## src/rtl/led_pwm_fader.sv

```systemverilog
// Four-channel LED fader: on/off requests become PWM drive whose duty ramps
// linearly toward full-on or full-off, one FADE_STEP per PWM period.
module led_pwm_fader #(
    parameter int PWM_BITS  = 8,
    parameter int PRESCALE  = 47,
    parameter int FADE_STEP = 4
) (
    input  logic CLK,
    input  logic RST,
    input  logic REQ1,
    input  logic REQ2,
    input  logic REQ3,
    input  logic REQ4,
    input  logic ENABLE,
    output logic PIN1,
    output logic PIN2,
    output logic PIN3,
    output logic PIN4,
    output logic BUSY
);

    localparam int PRE_W = (PRESCALE > 0) ? $clog2(PRESCALE + 1) : 1;
    localparam logic [PRE_W-1:0]    PRE_LAST = PRE_W'(PRESCALE);
    localparam logic [PWM_BITS-1:0] MAX      = '1;
    localparam logic [PWM_BITS:0]   MAX_X    = {1'b0, MAX};
    localparam logic [PWM_BITS:0]   STEP     = (PWM_BITS + 1)'(FADE_STEP);

    logic [PRE_W-1:0]    pre_q, pre_d;
    logic [PWM_BITS-1:0] cnt_q, cnt_d;
    logic [PWM_BITS-1:0] duty_q [4];
    logic [PWM_BITS-1:0] duty_d [4];
    logic [PWM_BITS:0]   up_w   [4];
    logic [PWM_BITS:0]   dn_w   [4];
    logic [3:0]          pin_q, pin_d;
    logic                busy_q, busy_d;
    logic [3:0]          req;
    logic                tick;
    logic                period_end;

    always_comb begin
        req        = {REQ4, REQ3, REQ2, REQ1};
        tick       = (pre_q == PRE_LAST);
        period_end = tick && (cnt_q == MAX);
        pre_d      = tick ? '0 : pre_q + 1'b1;
        cnt_d      = tick ? cnt_q + 1'b1 : cnt_q;
        pin_d      = '0;
        busy_d     = 1'b0;
        for (int n = 0; n < 4; n++) begin
            up_w[n]   = {1'b0, duty_q[n]} + STEP;
            dn_w[n]   = {1'b0, duty_q[n]} - STEP;
            duty_d[n] = duty_q[n];
            // Duty only moves at the period boundary so no period is ever cut short.
            if (period_end) begin
                if (req[n] && duty_q[n] != MAX) begin
                    duty_d[n] = (up_w[n] > MAX_X) ? MAX : up_w[n][PWM_BITS-1:0];
                end else if (!req[n] && duty_q[n] != '0) begin
                    duty_d[n] = ({1'b0, duty_q[n]} < STEP) ? '0 : dn_w[n][PWM_BITS-1:0];
                end
            end
            pin_d[n] = ENABLE && ((duty_q[n] == MAX) || (cnt_q < duty_q[n]));
            if (duty_q[n] != (req[n] ? MAX : '0)) begin
                busy_d = 1'b1;
            end
        end
    end

    always_ff @(posedge CLK) begin
        if (RST) begin
            pre_q  <= '0;
            cnt_q  <= '0;
            pin_q  <= '0;
            busy_q <= 1'b0;
            for (int n = 0; n < 4; n++) begin
                duty_q[n] <= '0;
            end
        end else begin
            pre_q  <= pre_d;
            cnt_q  <= cnt_d;
            pin_q  <= pin_d;
            busy_q <= busy_d;
            for (int n = 0; n < 4; n++) begin
                duty_q[n] <= duty_d[n];
            end
        end
    end

    assign PIN1 = pin_q[0];
    assign PIN2 = pin_q[1];
    assign PIN3 = pin_q[2];
    assign PIN4 = pin_q[3];
    assign BUSY = busy_q;

endmodule

```

## config.mk

```make
export PLATFORM = sky130hd
export DESIGN_NAME = led_pwm_fader
export DESIGN_NICKNAME = d
export VERILOG_FILES = /design/src/rtl/led_pwm_fader.sv
export SDC_FILE = /design/constraint.sdc
export NUM_CORES = 1
export LEC_CHECK = 0
export ABC_AREA = 0
export CAP_MARGIN = 10
export CORE_MARGIN = 2
export CORE_UTILIZATION = 50
export DETAILED_ROUTE_END_ITERATION = 10
export PLACE_DENSITY = 0.74
export SYNTH_ARGS = -nofsm -noshare
export SYNTH_HDL_FRONTEND = slang
export SYNTH_SLANG_ARGS = --single-unit
```

## constraint.sdc

```tcl
create_clock -name CLK -period 7 [get_ports CLK]
set_clock_uncertainty 0.15 [all_clocks]
set_input_delay 1.05 -clock CLK [delete_from_list [all_inputs] [get_ports CLK]]
set_output_delay 1.05 -clock CLK [all_outputs]
set_load 0.01 [all_outputs]
```

==> metrics.log, run 1 <==
INFO  metric seq_power_share = 57.8%
INFO  metric worst-path-max-fanout = 12
INFO  metric fp.dieW = 93.21 um
INFO  metric setup-tns-final = 0 ns
INFO  metric drt_first_iter_violations = 263
INFO  metric globalRouteTotalUtil = 23.27%
INFO  metric ios = 12
INFO  metric critPathMostFrequentCell = sky130_fd_sc_hd__o21ai_0
INFO  metric cts_resized = 0
INFO  metric cellLeakagePower = 1.477 nW
INFO  metric grt_overflow = 0
INFO  metric critical_path_class = primary input to flop
INFO  metric synth_enable_flop_cells = 0
INFO  metric ctsRootBufferMaster = sky130_fd_sc_hd__clkbuf_8
INFO  metric syn_area_per_cell = 7.608 um^2
INFO  metric yosys.area.top_type = sky130_fd_sc_hd__dfxtp_1
INFO  metric most_frequent_standard_cell_in_the_layout_excluding_fill_and_tap_cells = sky130_fd_sc_hd__nor2_1
INFO  metric synth-seq-cells = 47
INFO  metric synth_cell_type_count = 68
INFO  metric power.ir.vdd_worst = 89.60 uV
INFO  metric grt_setup_unrepaired = no
INFO  metric initial_utilization = 51.49%
INFO  metric power.share.combinational = 6.1%
INFO  metric yosysWarningCount = 0
INFO  metric synthToLayoutAreaGrowth = 5.063%
INFO  metric grt_first_pass_wirelength = 16,620 um
INFO  metric cts_tree = done
INFO  metric final_period_minus_worst_setup_slack = 3.143 ns
INFO  metric cts-htree-levels = 2
INFO  metric worst-endpoint-arrival = 3.25 ns
INFO  metric timing.slew.headroom = 38.24%
INFO  metric critPathLaunchType = primary input
INFO  metric synthesis.instances = 523
INFO  metric worst_setup_path_end_kind = flop
INFO  metric dieArea = 8687 um^2
INFO  metric final_number_of_hold_violating_endpoints = 0
INFO  metric core_area = 7727 um^2
INFO  metric timing.critical_path.cells = clkdlybuf4s50_1, o21ai_0, nor4b_2, o21ai_0, mux2_2, nor2_1
INFO  metric hold_path.class = flop to flop
INFO  metric wire_per_inst = 15.56 um
INFO  metric synth_top_area_share = 23.65%
INFO  metric synth_seq_area_share = 23.65%
INFO  metric layout.cells.non_filler = 617
INFO  metric synthTopCellsByArea = sky130_fd_sc_hd__dfxtp_1 (24%), sky130_fd_sc_hd__ha_1 (14%), sky130_fd_sc_hd__nor2_1 (5.2%)
INFO  metric timing.max_cap.violations = 0
INFO  metric residual_drc_count = 0
INFO  metric floorplan.rows = 32
INFO  metric grt_start_max_net_pins = 46
INFO  metric maxClockFrequency = 318.2 MHz
INFO  metric dieHeight = 93.21 um
INFO  metric period_share = 44.90%
INFO  metric placed_cells = 609
INFO  metric ys.flop_type = sky130_fd_sc_hd__dfxtp_1
INFO  metric io_buffers = 11
INFO  metric synth_async_sr_flop_share = 0%
INFO  metric share_clk_of_total_power = 36.0%
INFO  metric first_pass_iters = 5
INFO  metric clock_latency_late_sink = 0.31 ns
INFO  metric syn_nets = 576
INFO  metric total_switching_power = 0.0001166 W
INFO  metric post-cts-setup-buffer-count = 0
INFO  metric worst_tran_pin_value = 0.9180 ns
INFO  metric worst_ep_required_time = 7.10 ns
INFO  metric cts-root-to-sink-buffers = 2
INFO  metric critical-path-max-stage-delay = 0.75 ns
INFO  metric antenna_violations_before_repair = 0
INFO  metric antennaDiodeCount = 0
INFO  metric cts_hold_buf = 0
INFO  metric setup_violations = 0
INFO  metric power.density = 111.7 nW/um^2
INFO  metric routed_wl = 9599 um
INFO  metric synthesis.area = 3979 um^2
INFO  metric fraction_of_final_layout_cells_sized_beyond_drive_strength_1 = 4.078%
INFO  metric cts.clk_slew.worst_paths = 0.10 ns
INFO  metric cts_num_sinks = 47
INFO  metric route.vias.total = 3,849
INFO  metric hpwl_detailed = 6817 um
INFO  metric power_switching_share = 24.98%
INFO  metric worst_path_max_delay_cell = sky130_fd_sc_hd__clkdlybuf4s50_1
INFO  metric outcome = complete, no violations
INFO  metric routability_congestion_estimate = 0.9792
INFO  metric num-nets-final = 567
INFO  metric cell_internal_power_dissipation = 0.0003502 W
INFO  metric postRouteAntennaNets = 0
INFO  metric maxSlewViolCount = 0
INFO  metric cts_inserted_buffers = 5
INFO  metric layout_common_cells = sky130_fd_sc_hd__nor2_1 (55), sky130_fd_sc_hd__dfxtp_1 (47), sky130_fd_sc_hd__ha_1 (46), sky130_fd_sc_hd__nand2_1 (40), sky130_fd_sc_hd__a21oi_1 (39)
INFO  metric vias_per_cell = 6.238
INFO  metric first_global_vias = 3,432
-- critical path, delay by kind of cell --
family / cells / cell delay (ns)
buffers and inverters: 1 / 0.75
and+or+nand+nor: 2 / 0.72
AOI/OAI and AO/OA: 2 / 0.43
muxes: 1 / 0.28
-- worst paths after layout --
check,start,end,slack (ns),cells after the start
worst max-delay path,REQ3,duty_q[2][2],3.86,6
worst min-delay path,pre_q[0],pre_q[0],0.31,1
worst max register to register,cnt_q[1],duty_q[3][6],4.03,8
worst min register to register,pre_q[0],pre_q[0],0.31,1
-- Yosys cell counts, types with 5 or more instances --
| library cell | n |
|---|---|
| sky130_fd_sc_hd__nand4_1 | 9 |
| sky130_fd_sc_hd__a21oi_1 | 39 |
| sky130_fd_sc_hd__or3_1 | 5 |
| sky130_fd_sc_hd__xor2_1 | 7 |
| sky130_fd_sc_hd__nor4_1 | 9 |
| sky130_fd_sc_hd__a31oi_1 | 10 |
| sky130_fd_sc_hd__a211oi_1 | 16 |
| sky130_fd_sc_hd__xnor2_1 | 5 |
| sky130_fd_sc_hd__buf_2 | 13 |
| sky130_fd_sc_hd__and3_1 | 9 |
| sky130_fd_sc_hd__nand3_1 | 23 |
| sky130_fd_sc_hd__dfxtp_1 | 47 |
| sky130_fd_sc_hd__o31ai_1 | 5 |
| sky130_fd_sc_hd__ha_1 | 46 |
| sky130_fd_sc_hd__clkbuf_1 | 14 |
| sky130_fd_sc_hd__nor2_1 | 55 |
| sky130_fd_sc_hd__a21o_1 | 8 |
| sky130_fd_sc_hd__nor3_1 | 14 |
| sky130_fd_sc_hd__nand2b_1 | 6 |
| sky130_fd_sc_hd__nand2_1 | 40 |
| sky130_fd_sc_hd__o21ai_0 | 36 |
| sky130_fd_sc_hd__inv_1 | 33 |
-- registers in the layout, summed over array words and instances (netlist names) --
signal,count
BUSY,1
cnt_q,8
duty_q,28
pin_q,4
pre_q,6
-- layout make-up --
type	count	area, um^2
Fill cell	722	3547
Multi-Input combinational cell	413	2774
Sequential cell	47	940.9
Timing Repair Buffer	14	132.6
Tap cell	102	127.6
Inverter	33	123.9
Clock buffer	7	76.32
Clock inverter	1	5.005
-- layer usage --
metal	up-vias	GRT usage (%)	wire, um
met2	156	36.71	4383
met1	1757	33.10	4469
li1	1913	-	-
met4	0	6.495	159
met5	-	0	0
met3	23	3.384	587
-- power by group through the flow --
stage	Sequential, W	Clock (W)	Combinational, W
after floorplan	0.000276	0	0.0000184
after global placement	0.000276	0	0.0000275
after detailed placement	0.000276	0	0.0000280
after CTS	0.000270	0.000174	0.0000282
after global routing	0.000270	0.000184	0.0000316
final	0.000270	0.000168	0.0000286
-- cells by family (layout without fill, tap and decap cells) --
logic type | count (synthesis) | after routing | share of synthesized area, %
simple gates | 194 | 194 | 24.72
compound gates | 155 | 155 | 26.32
buf+inv | 63 | 55 | 6.635
flops | 47 | 47 | 23.65
fa+ha+maj | 46 | 46 | 14.47
xor+xnor | 12 | 12 | 2.641
mux | 6 | 6 | 1.572
-- stage by stage --
| stage | total power [W] | util, % | hold slack [ns] | cell area (um^2) | worst slack, ns |
|---|---|---|---|---|---|
| 2_1_floorplan | 0.0002947 | - | 0.2734 | 3979 | 4.467 |
| 3_3_place_gp | 0.0003037 | 53.04 | 0.2857 | 4099 | 3.762 |
| 3_5_place_dp | 0.0003044 | 53.04 | 0.2979 | 4099 | 3.610 |
| 4_1_cts | 0.0004723 | 54.10 | 0.3110 | 4180 | 3.923 |
| 5_1_grt | 0.0004855 | 54.10 | 0.3143 | 4180 | 3.687 |
| 6_report | 0.0004668 | 54.10 | 0.3077 | 4180 | 3.857 |
Power figures use the tool's default switching activity.
==> run 2, diff against run 1 <==
==> constraint.sdc (replaced) <==
create_clock -name CLK -period 3.09 [get_ports CLK]
set_clock_uncertainty 0.15 [all_clocks]
set_input_delay 0.4635 -clock CLK [delete_from_list [all_inputs] [get_ports CLK]]
set_output_delay 0.4635 -clock CLK [all_outputs]
set_load 0.01 [all_outputs]
==> run 2 against run 1 <==
  * Global-route usage grew 0.54 points
  * Clock-buffer cell count shrank 2
  * Design area grew 2.9%
  * Worst setup slack lost 3.6 ns
  * First-iteration DRC count shrank 18%
  * Sequential cell count is the same
  * Clock power grew to 3.3 times the previous value
  * Via count grew 1.9%
  * Total power grew to 2.7 times the previous value
  * Wire length grew 3.9%
  * Largest cell class unchanged
  * Largest power group unchanged
==> metrics.log, run 2 (synthesis gave the netlist of run 1 again) <==
INFO  metric outcome = complete, no violations (unchanged)
INFO  metric routability_congestion_estimate = 0.9308 (was 0.9792)
INFO  metric timing.critical_path.cells = ha_1, nand4b_1, or4_1, a211o_1, or3_1, a21oi_1 (was clkdlybuf4s50_1, o21ai_0, nor4b_2, o21ai_0, mux2_2, nor2_1)
INFO  metric worst_path_max_delay_cell = sky130_fd_sc_hd__or4_1 (was sky130_fd_sc_hd__clkdlybuf4s50_1)
INFO  metric cp_top_family = simple AND/OR/NAND/NOR gates (was buffers and inverters)
INFO  metric max_flop_register = duty_q (unchanged)
INFO  metric grt_setup_unrepaired = no (unchanged)
INFO  metric critical_path.n_buffers_inverters = 0 (was 1)
INFO  metric dieArea = 8687 um^2 (unchanged)
INFO  metric number_of_flip_flops_in_the_largest_register = 28 (unchanged)
INFO  metric worst-path-max-fanout = 11 (was 12)
INFO  metric antenna_violations_before_repair = 0 (unchanged)
INFO  metric final_number_of_hold_violating_endpoints = 0 (unchanged)
INFO  metric cts_hold_buf = 0 (unchanged)
INFO  metric vias_per_cell = 6.264 (was 6.238)
INFO  metric cts-htree-levels = 2 (unchanged)
INFO  metric initial_utilization = 51.49% (unchanged)
INFO  metric first_global_vias = 3,502 (was 3,432)
INFO  metric hpwl_detailed = 7248 um (was 6817 um)
INFO  metric postRouteAntennaNets = 0 (unchanged)
INFO  metric first_pass_iters = 5 (unchanged)
INFO  metric drt_first_iter_violations = 215 (was 263)
INFO  metric grt_first_pass_wirelength = 16,840 um (was 16,620 um)
INFO  metric critPathLaunchType = flop (was primary input)
INFO  metric fp.dieW = 93.21 um (unchanged)
INFO  metric ctsRootBufferMaster = sky130_fd_sc_hd__clkbuf_8 (unchanged)
INFO  metric maxSlewViolCount = 0 (unchanged)
INFO  metric hold_ws = 0.3024 ns (was 0.3077 ns)
INFO  metric clock_latency_late_sink = 0.31 ns (about the same)
INFO  metric worst_ep_required_time = 3.19 ns (was 7.10 ns)
INFO  metric core_area = 7727 um^2 (unchanged)
INFO  metric num-nets-final = 576 (was 567)
INFO  metric grt_start_max_net_pins = 45 (was 46)
INFO  metric synthToLayoutAreaGrowth = 8.145% (was 5.063%)
INFO  metric period_share = 90.69%
INFO  metric maxClockFrequency = 356.9 MHz
INFO  metric final_period_minus_worst_setup_slack = 2.802 ns
INFO  metric dieHeight = 93.21 um (unchanged)
INFO  metric power.ir.vdd_worst = 215.2 uV (was 89.60 uV)
INFO  metric post-cts-setup-buffer-count = 0 (unchanged)
INFO  metric critical-path-max-stage-delay = 0.69 ns (was 0.75 ns)
INFO  metric num-fill-cells = 736 (was 722)
INFO  metric layout_common_cells = sky130_fd_sc_hd__nor2_1 (55), sky130_fd_sc_hd__dfxtp_1 (47), sky130_fd_sc_hd__ha_1 (46), sky130_fd_sc_hd__nand2_1 (40), sky130_fd_sc_hd__a21oi_1 (39) (unchanged)
INFO  metric io_buffers = 11 (unchanged)
INFO  metric min-delay-start = pre_q[0] (unchanged)
INFO  metric fraction_of_final_layout_cells_sized_beyond_drive_strength_1 = 6.107% (was 4.078%)
INFO  metric floorplan.rows = 32 (unchanged)
INFO  metric setup_violations = 0 (unchanged)
INFO  metric globalRouteTotalUtil = 23.80% (was 23.27%)
INFO  metric setup-tns-final = 0 ns (unchanged)
INFO  metric worst-endpoint-arrival = 2.90 ns (was 3.25 ns)
INFO  metric cellLeakagePower = 1.546 nW (was 1.477 nW)
INFO  metric ios = 12 (unchanged)
INFO  metric cts_num_sinks = 47 (unchanged)
INFO  metric cts_tree = done (unchanged)
INFO  metric timing.max_cap.violations = 0 (unchanged)
INFO  metric wire_per_inst = 15.93 um (was 15.56 um)
INFO  metric cts_inserted_buffers = 5 (unchanged)
INFO  metric registers_with_the_most_flip_flops = duty_q (28), cnt_q (8), pre_q (6) (unchanged)
INFO  metric r2r_start = cnt_q[1] (unchanged)
INFO  metric most_frequent_standard_cell_in_the_layout_excluding_fill_and_tap_cells = sky130_fd_sc_hd__nor2_1 (unchanged)
INFO  metric worst_setup_path_end_kind = flop (unchanged)
INFO  metric antennaDiodeCount = 0 (unchanged)
INFO  metric cts.clk_slew.worst_paths = 0.10 ns (about the same)
INFO  metric timing.critical_path.from = cnt_q[1] (was REQ3)
INFO  metric routed_wl = 9974 um (was 9599 um)
INFO  metric cts_resized = 0 (unchanged)
INFO  metric grt_overflow = 0 (unchanged)
INFO  metric worst_tran_pin_value = 0.8115 ns (was 0.9180 ns)
INFO  metric power.density = 287.8 nW/um^2 (was 111.7 nW/um^2)
INFO  metric hold_path.class = flop to flop (unchanged)
INFO  metric cts-root-to-sink-buffers = 2 (unchanged)
INFO  metric critical_path_class = flop to flop (was primary input to flop)
INFO  metric residual_drc_count = 0 (unchanged)
INFO  metric route.vias.total = 3,921 (was 3,849)
INFO  metric timing.slew.headroom = 45.14% (was 38.24%)
run 2: changes by cell type in the layout (fill, tap and decap cells not counted):
cell	before	now
sky130_fd_sc_hd__buf_4	3	12
sky130_fd_sc_hd__bufinv_16	0	2
sky130_fd_sc_hd__clkinvlp_4	0	1
sky130_fd_sc_hd__clkbuf_1	2	0
sky130_fd_sc_hd__clkinv_2	1	0
run 2: final timing paths:
| path | end | slack (ns) | cells past startpoint |
|---|---|---|---|
| setup / recovery | duty_q[1][7] | 0.29 | 6 |
| hold / removal | pre_q[0] | 0.30 | 1 |
| setup reg to reg | duty_q[1][7] | 0.29 | 6 |
| hold reg to reg | pre_q[0] | 0.30 | 1 |
run 2: area by class of cell:
type                            instances  area (um^2)  area share (%)
Timing Repair Buffer                   23        200.2           4.653
Clock inverter                          3        67.56           1.570
Inverter                               33        123.9           2.879
Tap cell                              102        127.6           2.966
Multi-Input combinational cell        413         2774           64.47
Clock buffer                            5        68.82           1.599
Sequential cell                        47        940.9           21.87
run 2: metrics by stage:
| stage | cells | area (um^2) | worst slack (ns) | util [%] | total power [W] |
|---|---|---|---|---|---|
| after floorplan | 523 | 3979 | 0.7024 | - | 0.0006677 |
| after detailed placement | 618 | 4167 | 0.3480 | 53.92 | 0.0006916 |
| after global routing | 626 | 4303 | 0.2001 | 55.68 | 0.001282 |
| after global placement | 618 | 4167 | 0.4517 | 53.92 | 0.0006909 |
| final | 626 | 4303 | 0.2878 | 55.68 | 0.001238 |
| after CTS | 626 | 4303 | 0.3091 | 55.68 | 0.001246 |
run 2: report_power, final:
part	internal [W]	switching, W
Combinational	0.0000251	0.0000418
Clock	0.000323	0.000237
Sequential	0.000609	0.00000251
Total	0.000958	0.000281
run 2: layer usage:
layer	track usage [%]	vias up	share of wire, %
met2	39.49	173	47
li1	-	1934	-
met3	3.546	15	7.2
met4	5.637	0	1.5
met5	0	-	0
met1	32.63	1799	45
